[src/rtl/pattern_round_ctrl.sv]
// pattern_round_ctrl: runs one memory round per go request. It captures the
// generator pattern, shows it on the LEDs for SHOW_CYCLES, then gives the
// player INPUT_CYCLES to reproduce it and press submit. Each round ends with a
// hit/miss pulse and a saturating score update.
//
// state   | meaning
// --------+-----------------------------------------------------------
// IDLE    | waiting for a go rising edge
// CAPTURE | one cycle to let the generator output settle, then latch it
// SHOW    | pattern on ledr, show timer counting down
// WAIT_IN | ledr blank, input timer counting down, waiting for submit
// JUDGE   | one cycle to compare the entry and issue the verdict
module pattern_round_ctrl #(
  parameter int SHOW_CYCLES  = 50000000,
  parameter int INPUT_CYCLES = 250000000,
  parameter int SCORE_W      = 8
) (
  input  logic               clk,
  input  logic               reset_n,
  input  logic               go,
  input  logic [17:0]        pattern_in,
  input  logic [17:0]        player_sw,
  input  logic               submit,
  output logic [17:0]        ledr,
  output logic               busy,
  output logic               hit,
  output logic               miss,
  output logic               round_done,
  output logic [SCORE_W-1:0] score
);

  // One down-counter serves both SHOW and WAIT_IN, so size it for the longer.
  localparam int MAXC = (SHOW_CYCLES > INPUT_CYCLES) ? SHOW_CYCLES : INPUT_CYCLES;
  localparam int TW   = (MAXC > 1) ? $clog2(MAXC) : 1;

  typedef enum logic [2:0] {
    IDLE    = 3'd0,
    CAPTURE = 3'd1,
    SHOW    = 3'd2,
    WAIT_IN = 3'd3,
    JUDGE   = 3'd4
  } state_t;

  state_t             state, state_nxt;
  logic               go_d, submit_d;
  logic [TW-1:0]      timer, timer_nxt;
  logic [17:0]        pat, pat_nxt;
  logic [17:0]        entry, entry_nxt;
  logic [17:0]        ledr_nxt;
  logic               hit_nxt, miss_nxt, done_nxt;
  logic [SCORE_W-1:0] score_nxt;
  logic               go_rise, sub_rise;

  assign go_rise  = go & ~go_d;
  assign sub_rise = submit & ~submit_d;
  assign busy     = (state != IDLE);

  // State register plus all registered datapath and output pulses.
  always_ff @(posedge clk or negedge reset_n) begin
    if (!reset_n) begin
      state      <= IDLE;
      go_d       <= 1'b0;
      submit_d   <= 1'b0;
      timer      <= '0;
      pat        <= '0;
      entry      <= '0;
      ledr       <= '0;
      hit        <= 1'b0;
      miss       <= 1'b0;
      round_done <= 1'b0;
      score      <= '0;
    end else begin
      state      <= state_nxt;
      go_d       <= go;
      submit_d   <= submit;
      timer      <= timer_nxt;
      pat        <= pat_nxt;
      entry      <= entry_nxt;
      ledr       <= ledr_nxt;
      hit        <= hit_nxt;
      miss       <= miss_nxt;
      round_done <= done_nxt;
      score      <= score_nxt;
    end
  end

  // Next-state and next-register values; pulses default low so they last one cycle.
  always_comb begin
    state_nxt = state;
    timer_nxt = timer;
    pat_nxt   = pat;
    entry_nxt = entry;
    ledr_nxt  = ledr;
    hit_nxt   = 1'b0;
    miss_nxt  = 1'b0;
    done_nxt  = 1'b0;
    score_nxt = score;
    unique case (state)
      IDLE: begin
        if (go_rise) state_nxt = CAPTURE;
      end
      CAPTURE: begin
        pat_nxt = pattern_in;
        // An all-zero pattern means the generator is not running; abort quietly.
        if (pattern_in == '0) begin
          state_nxt = IDLE;
        end else begin
          ledr_nxt  = pattern_in;
          timer_nxt = TW'(SHOW_CYCLES - 1);
          state_nxt = SHOW;
        end
      end
      SHOW: begin
        if (timer == '0) begin
          ledr_nxt  = '0;
          timer_nxt = TW'(INPUT_CYCLES - 1);
          state_nxt = WAIT_IN;
        end else begin
          timer_nxt = timer - TW'(1);
        end
      end
      WAIT_IN: begin
        // A submit on the terminal-count cycle still counts as an entry.
        if (sub_rise) begin
          entry_nxt = player_sw;
          state_nxt = JUDGE;
        end else if (timer == '0) begin
          miss_nxt  = 1'b1;
          done_nxt  = 1'b1;
          state_nxt = IDLE;
        end else begin
          timer_nxt = timer - TW'(1);
        end
      end
      JUDGE: begin
        if (entry == pat) begin
          hit_nxt = 1'b1;
          if (!(&score)) score_nxt = score + SCORE_W'(1);
        end else begin
          miss_nxt = 1'b1;
        end
        done_nxt  = 1'b1;
        state_nxt = IDLE;
      end
      default: state_nxt = IDLE;
    endcase
  end

endmodule

[config.mk]
export PLATFORM = sky130hd
export DESIGN_NAME = pattern_round_ctrl
export DESIGN_NICKNAME = d
export VERILOG_FILES = /design/src/rtl/pattern_round_ctrl.sv
export SDC_FILE = /design/constraint.sdc
export NUM_CORES = 1
export LEC_CHECK = 0
export BUFFER_PORTS_ARGS = -buffer_cell sky130_fd_sc_hd__buf_2
export CAP_MARGIN = 25
export CORE_AREA = 4 4 123 101
export DETAILED_ROUTE_END_ITERATION = 10
export DIE_AREA = 0 0 127 105
export GPL_TIMING_DRIVEN = 0
export PLACE_DENSITY = 0.65
export SYNTH_ARGS = -nofsm -noshare
export SYNTH_HDL_FRONTEND = slang
export SYNTH_SLANG_ARGS = --single-unit
export TNS_END_PERCENT = 50
[constraint.sdc]
create_clock -name clk -period 5.2 [get_ports clk]
set_input_delay 1.04 -clock clk [delete_from_list [all_inputs] [get_ports clk]]
set_output_delay 1.04 -clock clk [all_outputs]
set_load 0.03 [all_outputs]
==> run_results.csv <==
group,metric,value,unit
worst_setup_path,worst_ep_arrival_time,2960,ps
synthesis,yosysTopAreaCell,"dfrtp_1",
cells_and_area,fin_nets,550,
synthesis,yosys-top-cells-area,"dfrtp_1 (53%), xor2_1 (5.3%), nand2_1 (5.3%)",
worst_setup_path,cp-end-kind,"flop",
sta,fin_crit,2790,ps
worst_setup_path,worstSetupPathType,"reg -> reg",
sta,clock.fmax,359,MHz
synthesis,synth_warnings,0,
power_and_ir_drop,peakVddDrop,0.279,mV
drt,wl_per_cell,17.6,microns
die,io-pin-count,70,
synthesis,synth_edf_count,0,
synthesis,yosys.area.top_type_share,53.3,%
synthesis,ys_ff_latch,98,
global_routing,grt_pass1_vias,3563,
drt,drt-initial-drc-count,293,
cells_and_area,syn2layout_area_growth,18.3,%
cts,root_buffer,"clkbuf_16",
cts,cts_max_level,3,
drt,ant_nets,0,
placed_design,gp_congestion,0.922,
cts,clockBufferDepth,2,
min_path,holdCritStartpoint,"score[5]",
drt,vias_per_cell,5.49,
sta,fin_setup_tns,0,ps
sta,hold_viol_final,0,
sta,post-route-period-util,53.6,%
power_and_ir_drop,power_density,513,nW/um^2
synthesis,avgSynthCellArea,10.8,sq um
global_routing,grt_max_degree,53,
drt,first_pass_iters,5,
power_and_ir_drop,p_leak,0.00250,uW
cts,post_cts_buffers,0,
cells_and_area,multiInputGateArea,2030,sq um
cells_and_area,final_util,48.2,%
synthesis,synthFlopType,"dfrtp_1",
worst_setup_path,crit_buf_inv,2,
global_routing,grt_antenna_before_repair,0,
worst_setup_path,critical_path.max_stage_delay,610,ps
cells_and_area,diodes,0,
cts,cts-buffers-inserted,9,
worst_setup_path,worst-path-max-fanout,6,
die,start_util,40.8,%
sta,relSlewSlack,44.2,%
placed_design,place.port_buffers,69,
status,status,"finished clean",
sta,tightest_slew,831,ps
sta,skew,6.42,ps
drt,vias,3611,
synthesis,syn-num-nets,468,
synthesis,synth_cell_type_count,60,
flow_run,cap_violations,0,
worst_setup_path,cp_top_family,"simple AND/OR/NAND/NOR gates",
drt,drt_wl_total,11.6,mm
synthesis,synth_area,4600,sq um
cts,tritoncts,"done",
cts,cts_hold_buf,0,
worst_setup_path,cp-start-kind,"flop",
cells_and_area,fill_cells,1034,
sta,final-max-slew-violation-count,0,
global_routing,track_usage,18.0,%
die,die_h,105,microns
placed_design,dp_hpwl,8.45,mm
sta,setup_viol,0,
synthesis,synth-seq-area-share,53.3,%
global_routing,grt_pass1_wl,19.1,mm
die,core,11300,sq um
sta,grt_setup_unrepaired,"false",
die,die_w,127,microns
drt,drcViolationCount,0,
worst_setup_path,crit_required,5380,ps
cts,clock_latency,340,ps
cells_and_area,layout_commonest_cell,"dfrtp_1",
cts,clkTransAtPathRegs,70,ps
worst_setup_path,crit_path_cell_trace,"inv_1, ha_1, or4b_2, nor4_2, a21oi_1, or2_0, clkbuf_1, nor2_2, a22oi_1",
die,row_count,35,
cts,cts_resized,0,
synthesis,synthCells,425,
die,die-area,13300,sq um
cells_and_area,final_cell_mix,"dfrtp_1 (98), buf_2 (71), nand2_1 (65), xor2_1 (28), nor2_1 (22)",
worst_setup_path,crit_path_start,"timer[0]",
cells_and_area,seqCellArea,2450,sq um
worst_setup_path,r2r_start,"timer[0]",
min_path,min_path_type,"reg -> reg",
global_routing,overflow,0,
worst_setup_path,critPathSlowestCell,"or4b_2",
synthesis,synthArstFlopShare,100,%
power_and_ir_drop,p_total,2800,uW
cts,cts_sinks,98,
cells_and_area,layout-drive-gt1-share,26.3,%
[area by class of cell]
| cell class | count | area share [%] |
|---|---|---|
| flip-flops and latches | 98 | 45.0 |
| plain buffers | 15 | 1.58 |
| clock buffers | 11 | 4.64 |
| inverters | 9 | 0.620 |
| clock inverters | 3 | 0.459 |
| multi-input cells | 303 | 37.3 |
| well taps | 148 | 3.40 |
| repair buffers | 71 | 6.98 |
[final timing paths]
kind,end,slack (ps),depth (start not counted)
setup / recovery,timer[1],2410,9
hold / removal,score[5],490,1
setup reg to reg,timer[1],2410,9
hold reg to reg,score[5],490,1
max in group asynchronous,timer[17],3820,2
min in group asynchronous,entry[12],700,1
[cells in the mapped netlist (3+ instances only)]
cell and number:
dfrtp_1 98, nand2_1 65, xor2_1 28, nor2_1 22, a22o_1 21, mux2_2 19, nor3_1 13, a21oi_1 12
nor4_1 12, o21ai_0 12, clkbuf_1 9, inv_1 9, xnor2_1 8, nand3_1 7, nand4_1 7, or3_1 7
and3_1 5, o211ai_1 4, a31oi_1 3, buf_2 3, ha_1 3, mux2i_1 3, nand3_2 3, o31ai_1 3
or4_1 3
[registers in the layout (all words and copies together) (netlist names)]
register,count
score,8
round_done,1
ledr,18
timer,28
pat,18
go_d,1
miss,1
submit_d,1
entry,18
hit,1
state,3
[per-stage QoR]
step	hold slack, ps	setup WS [ps]	instance area (sq um)	std cells
finish	495	2410	5450	658
global route	505	2220	5450	658
CTS	493	2340	5440	657
detailed placement	482	2090	5160	643
global placement	469	2140	5130	642
floorplan	466	2720	4600	425
[metal layers]
metal / track usage [%] / up-vias / wire length, microns
li1: - / 1682 / -
met1: 27.1 / 1780 / 5720
met2: 25.8 / 135 / 5010
met3: 4.39 / 14 / 690
met4: 4.82 / 0 / 150
met5: 0 / - / 0
[where the power goes]
part	internal, uW	switching, uW
Combinational	385	576
Sequential	1010	195
Clock	348	281
[cell families (layout without fill, tap and decap cells)]
| kind of cell | after synthesis | count (layout) | share of synthesized area [%] |
|---|---|---|---|
| simple gates | 171 | 171 | 20.4 |
| flops | 98 | 98 | 53.3 |
| compound gates | 71 | 71 | 10.8 |
| xor+xnor | 36 | 36 | 6.85 |
| buf+inv | 24 | 109 | 2.61 |
| mux | 22 | 22 | 5.30 |
| fa+ha+maj | 3 | 3 | 0.815 |
No activity file was read; power rests on OpenSTA's default activity.
